`src/rtl/pipelined_decoder.sv`:
```
// pipelined_decoder
//
// Decodes raw RV32 instruction words into their register/function fields, a
// sign-extended immediate and a format code. Results are registered into a
// two-entry FIFO: a head entry that drives the outputs and a skid entry that
// absorbs one extra word while the consumer stalls. in_ready is a register, so
// there is no combinational path from out_ready back to in_ready.
//
// Parameters
//   XLEN  immediate output width (32 or 64)
//   PC_W  width of the program counter carried alongside each instruction
//
// Ports
//   clk, reset         clock, asynchronous active-high reset
//   in_valid/in_ready  upstream handshake for instruction + pc
//   instruction, pc    raw instruction word and its address
//   flush              drop every held entry and the word offered this cycle
//   out_valid/out_ready downstream handshake for the head entry
//   opcode..funct7     decoded fields of the head entry
//   imm, fmt, illegal  immediate, format code (0=R 1=I 2=S 3=B 4=U 5=J 7=bad)
//                      and illegal flag of the head entry
//   pc_out             pc of the head entry

module pipelined_decoder #(
    parameter int XLEN = 32,
    parameter int PC_W = 32
) (
    input  logic            clk,
    input  logic            reset,
    input  logic            in_valid,
    output logic            in_ready,
    input  logic [31:0]     instruction,
    input  logic [PC_W-1:0] pc,
    input  logic            flush,
    output logic            out_valid,
    input  logic            out_ready,
    output logic [6:0]      opcode,
    output logic [4:0]      rd,
    output logic [2:0]      funct3,
    output logic [4:0]      rs1,
    output logic [4:0]      rs2,
    output logic [6:0]      funct7,
    output logic [XLEN-1:0] imm,
    output logic [2:0]      fmt,
    output logic            illegal,
    output logic [PC_W-1:0] pc_out
);

    localparam logic [2:0] FMT_R   = 3'd0;
    localparam logic [2:0] FMT_I   = 3'd1;
    localparam logic [2:0] FMT_S   = 3'd2;
    localparam logic [2:0] FMT_B   = 3'd3;
    localparam logic [2:0] FMT_U   = 3'd4;
    localparam logic [2:0] FMT_J   = 3'd5;
    localparam logic [2:0] FMT_BAD = 3'd7;

    typedef struct packed {
        logic [6:0]      opcode;
        logic [4:0]      rd;
        logic [2:0]      funct3;
        logic [4:0]      rs1;
        logic [4:0]      rs2;
        logic [6:0]      funct7;
        logic [XLEN-1:0] imm;
        logic [2:0]      fmt;
        logic            illegal;
        logic [PC_W-1:0] pc;
    } entry_t;

    entry_t     dec;
    entry_t     head;
    entry_t     skid;
    logic       head_valid;
    logic       skid_valid;
    logic       xfer_in;
    logic       xfer_out;
    logic [31:0] imm32;

    // Combinational decode of the word currently offered upstream. The
    // immediate is first built as 32 bits, then widened by replicating bit 31
    // so both XLEN settings share one path.
    always_comb begin
        dec         = '0;
        imm32       = '0;
        dec.opcode  = instruction[6:0];
        dec.rd      = instruction[11:7];
        dec.funct3  = instruction[14:12];
        dec.rs1     = instruction[19:15];
        dec.rs2     = instruction[24:20];
        dec.funct7  = instruction[31:25];
        dec.pc      = pc;

        case (instruction[6:0])
            7'b0110011:                                     dec.fmt = FMT_R;
            7'b0010011, 7'b0000011, 7'b1100111, 7'b1110011: dec.fmt = FMT_I;
            7'b0100011:                                     dec.fmt = FMT_S;
            7'b1100011:                                     dec.fmt = FMT_B;
            7'b0110111, 7'b0010111:                         dec.fmt = FMT_U;
            7'b1101111:                                     dec.fmt = FMT_J;
            default:                                        dec.fmt = FMT_BAD;
        endcase

        // Every supported opcode already ends in 2'b11; the explicit test
        // keeps the flag correct should the opcode table ever grow.
        dec.illegal = (dec.fmt == FMT_BAD) || (instruction[1:0] != 2'b11);

        case (dec.fmt)
            FMT_I: imm32 = {{20{instruction[31]}}, instruction[31:20]};
            FMT_S: imm32 = {{20{instruction[31]}}, instruction[31:25], instruction[11:7]};
            FMT_B: imm32 = {{19{instruction[31]}}, instruction[31], instruction[7],
                            instruction[30:25], instruction[11:8], 1'b0};
            FMT_U: imm32 = {instruction[31:12], 12'b0};
            FMT_J: imm32 = {{11{instruction[31]}}, instruction[31], instruction[19:12],
                            instruction[20], instruction[30:21], 1'b0};
            default: imm32 = '0;
        endcase

        dec.imm       = {XLEN{imm32[31]}};
        dec.imm[31:0] = imm32;
    end

    // The skid slot only takes data while it is empty, so in_ready is simply
    // its registered emptiness.
    always_comb begin
        xfer_in  = in_valid && !skid_valid;
        xfer_out = head_valid && out_ready;
    end

    // Two-entry FIFO. The skid can only be occupied while the head is, so the
    // three legal occupancies are: empty, head only, head + skid. flush wins
    // over every transfer, including the word offered in the same cycle.
    always_ff @(posedge clk or posedge reset) begin
        if (reset) begin
            head_valid <= 1'b0;
            skid_valid <= 1'b0;
            head       <= '0;
            skid       <= '0;
        end else if (flush) begin
            head_valid <= 1'b0;
            skid_valid <= 1'b0;
        end else if (!head_valid) begin
            if (xfer_in) begin
                head       <= dec;
                head_valid <= 1'b1;
            end
        end else if (skid_valid) begin
            if (xfer_out) begin
                head       <= skid;
                skid_valid <= 1'b0;
            end
        end else begin
            if (xfer_in && xfer_out) begin
                head <= dec;
            end else if (xfer_in) begin
                skid       <= dec;
                skid_valid <= 1'b1;
            end else if (xfer_out) begin
                head_valid <= 1'b0;
            end
        end
    end

    // Outputs come straight from the head register, so they hold steady for
    // as long as the consumer stalls.
    always_comb begin
        in_ready  = !skid_valid;
        out_valid = head_valid;
        opcode    = head.opcode;
        rd        = head.rd;
        funct3    = head.funct3;
        rs1       = head.rs1;
        rs2       = head.rs2;
        funct7    = head.funct7;
        imm       = head.imm;
        fmt       = head.fmt;
        illegal   = head.illegal;
        pc_out    = head.pc;
    end

endmodule

```
`config.mk`:
```
export PLATFORM = sky130hd
export DESIGN_NAME = pipelined_decoder
export DESIGN_NICKNAME = d
export VERILOG_FILES = /design/src/rtl/pipelined_decoder.sv
export SDC_FILE = /design/constraint.sdc
export NUM_CORES = 1
export LEC_CHECK = 0
export ABC_AREA = 1
export BUFFER_PORTS_ARGS = -buffer_cell sky130_fd_sc_hd__buf_4
export CORE_ASPECT_RATIO = 1.1
export CORE_MARGIN = 5
export CORE_UTILIZATION = 30
export CTS_CLUSTER_DIAMETER = 30
export DETAILED_ROUTE_END_ITERATION = 8
export GPL_TIMING_DRIVEN = 0
export SKIP_CTS_REPAIR_TIMING = 1
export SYNTH_ARGS = -nofsm -noshare
export SYNTH_HDL_FRONTEND = slang
export SYNTH_SLANG_ARGS = --single-unit
```
`constraint.sdc`:
```
create_clock -name clk -period 12.9 [get_ports clk]
set_input_delay 2.58 -clock clk [delete_from_list [all_inputs] [get_ports clk]]
set_output_delay 2.58 -clock clk [all_outputs]
set_load 0.02 [all_outputs]
```
==> summary.txt, run 1 <==
Status
  • Outcome: finished clean

Floorplan
  • Die H: 194 um
  • Chip width: 177 um
  • Cell Rows: 67
  • Core area: 0.0304 sq mm
  • IO Pins: 171
  • Die area: 0.0343 sq mm
  • Initial core utilization: 30.3%

Global routing
  • Initial antenna violation count: 3
  • First-pass GRT wire length: 46500 um
  • Largest net degree at the start of global routing: 124
  • Total grt overflow: 0
  • Vias in the first global route: 8561
  • GRT Overall Usage: 16.8%

Cells and area
  • Most common cell after layout, fill and taps aside: nand2_1
  • Post-route cell area: 0.0127 sq mm
  • Util after Layout: 41.8%
  • Final net count: 1453
  • Share of cells above drive strength 1: 22.5%
  • Layout area overhead: 38.0%
  • Most frequent cells in the layout: nand2_1 (448), dfrtp_1 (202), buf_4 (180)
  • Cell Count, Final, Fillers Out: 1837

Routing
  • Via/cell ratio: 4.67
  • Avg WL per Cell: 16.0 um
  • Detailed Route Iter0 Violations: 610
  • # DRC: 0
  • WL final: 29500 um
  • DRT Pass-1 Iters: 5
  • Via count: 8583
  • Post-DRT Antenna Nets: 0

Timing
  • Final Hold Fails: 0
  • Hold WS: 466 ps
  • RSZ-0062 raised after global routing: no
  • Final Setup Violations: 0
  • Final Skew: 8.40 ps
  • Rel. slew slack: 42.5%
  • Fin. max-slew vios: 0
  • Fin worst setup slack: 9140 ps
  • Min cycle time layout: 3760 ps
  • Slew @ Worst Pin: 863 ps
  • Ratio of final minimum period to clock period: 29.1%
  • Final TNS setup: 0 ps
  • Fmax: 266 MHz

Min path
  • Hold WC Path Type: flip-flop to flip-flop

Critical path
  • CP max FO: 3
  • Worst Setup End Kind: output port
  • Critical Path RT: 10320 ps
  • Kind of critical path: flip-flop to output port
  • Startpoint type of the worst setup path: flip-flop
  • WP data arrival: 1180 ps

CTS
  • Clock-pin transition on the worst setup and hold timing paths: 40 ps
  • Root Buffer: clkbuf_16
  • Bufs on Longest Clock Path: 3
  • CTS Sinks: 202
  • CTS tree: built
  • TritonCTS Buffers: 46
  • Clock Latency Late Sink: 520 ps
  • CTS H-tree lvls: 2

Power and ir drop
  • Comb pwr share: 16.3%
  • Sequential share of power: 34.0%
  • Net switching power: 0.684 mW
  • Clock share of power: 49.7%
  • Final Power: 2.51 mW
  • VDD IR-drop max: 91.4 uV
  • Internal: 1.83 mW
  • Switching share of total power: 27.2%
  • Pleak: 6.48 nW
  • Power per cell area: 198 mW/mm^2

Synthesis
  • Post-synth design cell area: 0.00921 sq mm
  • Syn_area_per_cell: 7.90 sq um
  • YS warnings: 0
  • Mapped Cells: 1166
  • Mapped Nets: 1235
  • Seq/Total Area, Yosys: 54.9%
  • Number of synthesized register bits: 202
  • Synth cell types: 24

Run
  • Max-cap violations: 0

Placed design
  • Routability cong.: 0.849
  • Cells after DPL: 1750
  • Setup WS pre-CTS: 8730 ps
  • DP Wirelength: 21200 um
  • Placed cell area: 0.0110 sq mm
  • Buffers on Ports: 169
## power by group through the flow
stage | sequential [mW] | clock (mW) | combinational, mW
after floorplan | 0.918 | 0 | 0.176
after global placement | 0.859 | 0 | 0.407
after detailed placement | 0.863 | 0 | 0.414
after CTS | 0.855 | 1.27 | 0.416
after global routing | 0.873 | 1.30 | 0.455
final | 0.854 | 1.25 | 0.409
## area by class of cell
| cell class | count | area (sq um) |
|---|---|---|
| diodes | 2 | 5.00 |
| plain buffers | 76 | 380 |
| clock buffers | 57 | 1290 |
| clock inverters | 28 | 390 |
| fillers | 3031 | 17700 |
| inverters | 41 | 161 |
| multi-input cells | 847 | 3620 |
| flip-flops and latches | 202 | 5050 |
| well taps | 414 | 518 |
| repair buffers | 170 | 1300 |
## sequential cells by signal (all words and copies together), names as in the netlist
| name | cells |
|---|---|
| out_valid | 1 |
| imm | 32 |
| rd | 5 |
| funct7 | 7 |
| rs1 | 5 |
| skid | 100 |
| opcode | 7 |
| illegal | 1 |
| funct3 | 3 |
| skid_valid | 1 |
| rs2 | 5 |
| pc_out | 32 |
| fmt | 3 |
## logic make-up (layout without fill, tap and decap cells)
logic type	Yosys count	in the layout	share of synthesized area (%)
and+or+nand+nor	690	690	29.5
buffers and inverters	117	372	5.80
AOI/OAI and AO/OA	157	157	9.86
other	0	2	0
DFF	202	202	54.9
## cell usage after synthesis
library cell  count  area share, %
o21ai_0          37            2.0
nand2_2           3           0.20
o211ai_1          1          0.082
buf_1             2          0.082
a211oi_1          1          0.082
nor3_2            1           0.11
or2_2             1          0.068
o21ai_2           1          0.095
inv_2             6           0.24
nand3_1          51            2.8
nand4_1           9           0.61
buf_4            11           0.90
nor2_1          174            7.1
o21ai_1          11           0.60
dfrtp_1         202             55
inv_1            35            1.4
o21bai_1          1          0.082
a31oi_1          89            6.0
buf_2            43            2.3
a21oi_1          16           0.87
clkbuf_1         20           0.81
nand2_1         448             18
nand2_4           1           0.12
nor2_4            2           0.24
## worst paths after layout
check                           start   endpoint  slack [ps]  cells past startpoint
min                          skid[25]   skid[25]         470                      2
max                        skid_valid   in_ready        9140                      2
min in group asynchronous       reset  pc_out[2]        2250                      2
min reg2reg                  skid[25]   skid[25]         470                      2
max reg2reg                 out_valid     imm[2]       10920                      7
max in group asynchronous       reset   skid[30]        9750                      3
## metal layers
layer  wire, um  vias to the layer above  track usage [%]
li1           -                     4206                -
met1      12400                     4017             21.4
met2      13900                      283             27.5
met3       2080                       75             3.80
met4       1090                        2             7.31
met5         13                        -                0
## worst max-delay path, stage by stage, from the launching register on
cell     delay (ps)
dfrtp_1         400
inv_1           110
buf_4           150
(Power assumes the default switching activity.)
==> run 2: changes to the inputs <==
==> constraint.sdc (replaced) <==
create_clock -name clk -period 3.3 [get_ports clk]
set_input_delay 0.66 -clock clk [delete_from_list [all_inputs] [get_ports clk]]
set_output_delay 0.66 -clock clk [all_outputs]
set_load 0.02 [all_outputs]
==> run 2 against run 1 <==
Against the previous run:
- first-iteration DRC count shrank 8.5%
- combinational power grew to 3.9 times the previous value
- clock power rose to 3.4 times the previous value
- via count down 0.48%
- routed wire length rose by 0.25%
- setup slack worse by 7800 ps
- final area decreased by 0.88%
- power grew to 3.7 times the previous value
- sequential share of layout area rose by 0.35 points
- cell count up 0.11%
- non-clock buffer count is 5 higher
- flip-flop and latch count unchanged
- critical path type is now flip-flop to flip-flop
- highest routed layer is now met4
==> summary.txt, run 2 (same netlist as run 1, synthesis figures left out) <==
Routing
  • Detailed Route Iter0 Violations: 558 (-8.5%)
  • Avg WL per Cell: 16.1 um (+0.14%)
  • Post-DRT Antenna Nets: 0 (unchanged)
  • Via count: 8542 (-0.48%)
  • # DRC: 0 (unchanged)
  • DRT Pass-1 Iters: 5 (unchanged)
  • Via/cell ratio: 4.64 (-0.59%)
  • WL final: 29600 um (+0.25%)

Status
  • Outcome: finished clean

Power and ir drop
  • Internal: 6.59 mW (+260%)
  • Comb pwr share: 17.4% (+1.1 points)
  • Sequential share of power: 36.1% (+2.1 points)
  • Pleak: 6.44 nW (-0.64%)
  • Final Power: 9.26 mW (+270%)
  • Net switching power: 2.68 mW (+290%)
  • Switching share of total power: 28.9% (+1.7 points)
  • Power per cell area: 735 mW/mm^2 (+270%)
  • VDD IR-drop max: 314 uV (+240%)
  • Clock share of power: 46.5% (-3.2 points)

Placed design
  • Cells after DPL: 1755 (+0.29%)
  • Setup WS pre-CTS: 1040 ps (-7690 ps)
  • Buffers on Ports: 169 (unchanged)
  • DP Wirelength: 21800 um (+3.0%)
  • Placed cell area: 0.0111 sq mm (+0.81%)
  • Routability cong.: 0.881 (+3.7%)

Critical path
  • Kind of critical path: flip-flop to flip-flop
  • R2r endpoint: opcode[2]
  • Largest stage delay, worst path: 440 ps (+40 ps)
  • CP endpoint: opcode[2]
  • FF-to-FF Start: out_valid
  • Crit. path cell count: 6 (+4)
  • WP data arrival: 2390 ps (+1210 ps)
  • Critical Path RT: 3690 ps (-6630 ps)
  • CP max FO: 10 (+7)
  • FF-to-FF setup slack: 1300 ps (-9620 ps)
  • Worst Setup End Kind: flip-flop
  • Worst setup startpoint: out_valid
  • Startpoint type of the worst setup path: flip-flop
  • Top delay family on crit path: simple AND/OR/NAND/NOR gates
  • Critical path buffers and inverters: 2 (unchanged)
  • CP max-delay cell: dfrtp_1
  • Worst-case reg-to-reg path depth: 6 (-1)
  • Worst path cell trace: nand2_2 -> o21ai_2 -> nor2_4 -> buf_4 -> buf_2 -> a31oi_1

CTS
  • CTS Sinks: 202 (unchanged)
  • CTS tree: built
  • Clock Latency Late Sink: 520 ps (about the same)
  • Root Buffer: clkbuf_16
  • Clock-pin transition on the worst setup and hold timing paths: 50 ps (about the same)
  • TritonCTS Buffers: 44 (-4.3%)
  • Bufs on Longest Clock Path: 3 (unchanged)
  • CTS H-tree lvls: 2 (unchanged)

Global routing
  • Initial antenna violation count: 2 (-1)
  • GRT Overall Usage: 17.1% (+0.27 points)
  • Vias in the first global route: 8730 (+2.0%)
  • Total grt overflow: 0 (unchanged)
  • Largest net degree at the start of global routing: 39 (-69%)
  • First-pass GRT wire length: 47300 um (+1.7%)

Floorplan
  • IO Pins: 171 (unchanged)
  • Die area: 0.0343 sq mm (unchanged)
  • Die H: 194 um (unchanged)
  • Cell Rows: 67 (unchanged)
  • Initial core utilization: 30.3% (unchanged)
  • Chip width: 177 um (unchanged)
  • Core area: 0.0304 sq mm (unchanged)

Cells and area
  • Most frequent cells in the layout: nand2_1 (448), dfrtp_1 (202), buf_4 (180)
  • Most flops, register: skid
  • Post-route cell area: 0.0126 sq mm (-0.88%)
  • Seq. cell area: 0.00505 sq mm (unchanged)
  • Share of cells above drive strength 1: 22.6% (+0.11 points)
  • Multi-input gate area: 0.00362 sq mm (unchanged)
  • Max reg flops: 100 (unchanged)
  • Cell Count, Final, Fillers Out: 1839 (+0.11%)
  • Util after Layout: 41.4% (-0.37 points)
  • Fill cells: 3097 (+2.2%)
  • Layout area overhead: 36.8%
  • Most common cell after layout, fill and taps aside: nand2_1
  • Final net count: 1456 (+0.21%)

Run
  • Max-cap violations: 0 (unchanged)

Timing
  • Final Skew: 13.4 ps (+5.00 ps)
  • Final TNS setup: 0 ps (unchanged)
  • Min cycle time layout: 2000 ps
  • Fmax: 499 MHz
  • RSZ-0062 raised after global routing: no
  • Fin worst setup slack: 1300 ps (-7850 ps)
  • Slew @ Worst Pin: 658 ps (-205 ps)
  • Rel. slew slack: 56.0% (+13 points)
  • Final Setup Violations: 0 (unchanged)
  • Hold WS: 95.0 ps (-371 ps)
  • Ratio of final minimum period to clock period: 60.7%
  • Fin. max-slew vios: 0 (unchanged)
  • Final Hold Fails: 0 (unchanged)

Min path
  • Hold WC Path Type: primary input to async pin
[run 2: per-layer routing]
metal | global-route usage [%] | up-vias | wire (um)
li1 | - | 4213 | -
met1 | 21.7 | 4004 | 12700
met2 | 27.8 | 263 | 13800
met3 | 4.29 | 62 | 1990
met4 | 7.14 | 0 | 1040
met5 | 0 | - | 0
[run 2: area by class of cell]
type	count	area share (%)
clock buffer	53	9.41
sequential	202	40.1
clock inverter	29	2.30
timing repair buffer	175	11.0
antenna	2	0.0397
multi-input combinational	847	28.7
tap	414	4.11
inverter	41	1.25
buffer	76	3.02
[run 2: power by group through the flow]
stage | sequential, mW | clock [mW] | combinational (mW)
CTS | 3.34 | 4.38 | 1.64
global placement | 3.36 | 0 | 1.59
detailed placement | 3.38 | 0 | 1.63
floorplan | 3.59 | 0 | 0.687
finish | 3.34 | 4.31 | 1.61
global route | 3.41 | 4.52 | 1.80
[run 2: worst register-to-register path, stage by stage, from the launching register on]
cell and delay [ps]:
dfrtp_1 440, nand2_2 220, o21ai_2 100, nor2_4 390, buf_4 320, buf_2 270, a31oi_1 120
[run 2: how the worst min path moves through the flow]
stage	start	to	slack, ps	cells after the start
detailed placement	skid[92]	skid[92]	460	2
global placement	skid[87]	skid[87]	450	2
finish	reset	pc_out[6]	100	2
global route	reset	skid[3]	100	2
CTS	reset	skid[3]	90	2
floorplan	skid[0]	skid[0]	440	2
==> run 3: changes to the inputs <==
--- a/config.mk
+++ b/config.mk
@@ -5,7 +5,7 @@
 export SDC_FILE = /design/constraint.sdc
 export NUM_CORES = 1
 export LEC_CHECK = 0
-export ABC_AREA = 1
+export ABC_AREA = 0
 export BUFFER_PORTS_ARGS = -buffer_cell sky130_fd_sc_hd__buf_4
 export CORE_ASPECT_RATIO = 1.1
 export CORE_MARGIN = 5
==> constraint.sdc (replaced) <==
create_clock -name clk -period 1.79 [get_ports clk]
set_input_delay 0.358 -clock clk [delete_from_list [all_inputs] [get_ports clk]]
set_output_delay 0.358 -clock clk [all_outputs]
set_load 0.02 [all_outputs]
==> run 3 against run 2 <==
Against the previous run:
- die area decreased by 2.0%
- via count decreased by 3.3%
- clock skew increased by 9.1 ps
- final area increased by 1.6%
- fmax increased by 13%
- cell count decreased by 11%
- hold slack got worse by 61 ps
- clock power increased by 86%
- critical path depth increased by 1
- largest cell class unchanged
- largest power group unchanged
==> summary.txt, run 3 <==
Status
  • Outcome: finished clean

Routing
  • # DRC: 0 (unchanged)
  • Via count: 8256 (-3.3%)
  • DRT Pass-1 Iters: 6 (+1)
  • Via/cell ratio: 5.05 (+8.6%)
  • Avg WL per Cell: 19.0 um (+18%)
  • Post-DRT Antenna Nets: 0 (unchanged)
  • Detailed Route Iter0 Violations: 746 (+34%)
  • WL final: 31100 um (+5.1%)

Cells and area
  • Final net count: 1296 (-11%)
  • Util after Layout: 43.2% (+1.8 points)
  • ANT cells: 0 (-2)
  • Share of cells above drive strength 1: 30.5% (+7.9 points)
  • Most flops, register: skid
  • Fill cells: 2892 (-6.6%)
  • Max reg flops: 100 (unchanged)
  • Post-route cell area: 0.0128 sq mm (+1.6%)
  • Most frequent cells in the layout: nand2_1 (325), dfrtp_1 (200), buf_4 (188)
  • Layout area overhead: 42.0%
  • Most common cell after layout, fill and taps aside: nand2_1

Power and ir drop
  • Internal: 12.3 mW (+86%)
  • Final Power: 17.2 mW (+86%)
  • Switching share of total power: 28.7% (-0.20 points)
  • Net switching power: 4.93 mW (+84%)
  • Sequential share of power: 35.4% (-0.7 points)
  • Power per cell area: 1340 mW/mm^2 (+83%)
  • Clock share of power: 46.7% (+0.2 points)
  • VDD IR-drop max: 613 uV (+95%)
  • Pleak: 5.98 nW (-7.1%)
  • Comb pwr share: 17.9% (+0.5 points)

Global routing
  • Largest net degree at the start of global routing: 42 (+7.7%)
  • First-pass GRT wire length: 47100 um (-0.48%)
  • Total grt overflow: 0 (unchanged)
  • Initial antenna violation count: 0 (-2)
  • Vias in the first global route: 8015 (-8.2%)
  • GRT Overall Usage: 17.9% (+0.75 points)

Synthesis
  • Yosys top cell area share: 56.0% (+1.2 points)
  • Syn_area_per_cell: 9.08 sq um (+15%)
  • Number of synthesized register bits: 202 (unchanged)
  • YS warnings: 0 (unchanged)
  • Mapped Nets: 1062 (-14%)
  • Fraction of registers with async set/reset: 100% (unchanged)
  • Most frequent cells after synthesis: nand2_1 (331), dfrtp_1 (202), nor2_1 (106)
  • Mapped Cells: 993 (-15%)
  • Post-synth EDFFs: 0 (unchanged)
  • Post-synth design cell area: 0.00902 sq mm (-2.1%)
  • Synth top area cells: dfrtp_1 (56%), nand2_1 (14%), a31oi_1 (6.1%)
  • Primary FF master, synth: dfrtp_1
  • Largest area contributor in the netlist: dfrtp_1
  • Cell with the most instances after synthesis: nand2_1
  • Synth cell types: 53 (+120%)
  • Seq/Total Area, Yosys: 56.0% (+1.2 points)

Timing
  • Hold WS: 33.5 ps (-61.5 ps)
  • Min cycle time layout: 1780 ps (-225 ps)
  • Slew @ Worst Pin: 710 ps (+51.9 ps)
  • Final Hold Fails: 0 (unchanged)
  • Fin. max-slew vios: 0 (unchanged)
  • Final Setup Violations: 0 (unchanged)
  • Rel. slew slack: 52.7% (-3.3 points)
  • Ratio of final minimum period to clock period: 99.4% (+39 points)
  • Fin worst setup slack: 10.2 ps (-1290 ps)
  • Fmax: 562 MHz (+13%)
  • Final Skew: 22.5 ps (+9.06 ps)

Placed design
  • Buffers on Ports: 169 (unchanged)
  • Routability cong.: 0.826 (-6.2%)
  • DP Wirelength: 22100 um (+0.96%)
  • Placed cell area: 0.0109 sq mm (-2.2%)
  • Setup WS pre-CTS: -627 ps (-1670 ps)

Run
  • Max-cap violations: 0 (unchanged)

Floorplan
  • Initial core utilization: 30.4% (+0.16 points)
  • IO Pins: 171 (unchanged)
  • Cell Rows: 66 (-1.5%)
  • Die H: 192 um (-0.99%)
  • Die area: 0.0336 sq mm (-2.0%)
  • Core area: 0.0296 sq mm (-2.6%)
  • Chip width: 175 um (-0.99%)

Critical path
  • Worst path cell trace: nand2b_4 -> or3_4 -> buf_12 -> buf_12 -> clkbuf_16 -> nand2_1 -> nand2_1
  • CP max FO: 8 (-2)
  • WP data arrival: 2190 ps (-200 ps)
  • Startpoint type of the worst setup path: flip-flop
  • CP max-delay cell: dfrtp_2
  • Kind of critical path: flip-flop to flip-flop
  • Critical Path RT: 2200 ps (-1490 ps)
  • Worst Setup End Kind: flip-flop
  • Largest stage delay, worst path: 440 ps (about the same)

CTS
  • CTS H-tree lvls: 2 (unchanged)
  • TritonCTS Buffers: 44 (unchanged)
  • CTS tree: built
  • CTS Sinks: 202 (unchanged)
  • Clock-pin transition on the worst setup and hold timing paths: 50 ps (about the same)
  • Clock Latency Late Sink: 530 ps (about the same)
  • Bufs on Longest Clock Path: 3 (unchanged)
  • Root Buffer: clkbuf_16

Min path
  • Hold WC Path Type: primary input to flip-flop
## run 3: final timing paths
check                                start        to  slack, ps  cells past startpoint
min in group asynchronous            reset  skid[97]        460                      3
worst max-delay path            skid_valid  skid[72]         10                      7
worst max register to register  skid_valid  skid[72]         10                      7
worst min-delay path                pc[21]  skid[21]         30                      3
max in group asynchronous            reset    rs1[0]        300                      6
worst min register to register    skid[30]  skid[30]        470                      2
## run 3: cell families (layout without fill, tap and decap cells)
kind of cell	after synthesis	count (layout)	synth area share (%)
AOI/OAI and AO/OA	206	207	15.8
buffers and inverters	86	353	4.65
and+or+nand+nor	497	498	23.3
xor gates and xnor gates	1	1	0.0971
DFF	202	202	56.0
muxes	1	1	0.111
## run 3: area by class of cell
cell class | count | area, sq um | share of cell area [%]
buffer | 72 | 556 | 4.34
clock buffer | 53 | 1170 | 9.17
clock inverter | 28 | 310 | 2.42
inverter | 12 | 48.8 | 0.381
multi-input combinational | 707 | 3660 | 28.6
sequential | 202 | 5060 | 39.5
tap | 374 | 468 | 3.65
timing repair buffer | 188 | 1530 | 11.9
## run 3: critical path: cells and delay by family, from the launching register on
family | cells | cell delay (ps)
buffers and inverters | 3 | 470
flip-flops | 1 | 440
AND/OR/NAND/NOR | 4 | 740
## run 3: power by group through the flow
stage                     logic (mW)  clock network (mW)  registers (mW)
after floorplan                 1.21                   0            6.53
final                           3.08                8.03            6.08
after global placement          2.93                   0            6.10
after CTS                       3.01                8.16            6.07
after detailed placement        3.00                   0            6.13
after global routing            3.37                8.43            6.19
## run 3: through the flow
step / instances / setup TNS (ps)
floorplan: 993 / -239230
detailed placement: 1542 / -65410
finish: 1636 / 0
global placement: 1536 / -574680
CTS: 1623 / -68480
global route: 1636 / -357
## run 3: layer usage
metal	wire length (um)	global-route usage (%)
met5	0	0
met4	954	6.47
met1	13500	24.3
met2	14300	27.9
met3	2250	4.19
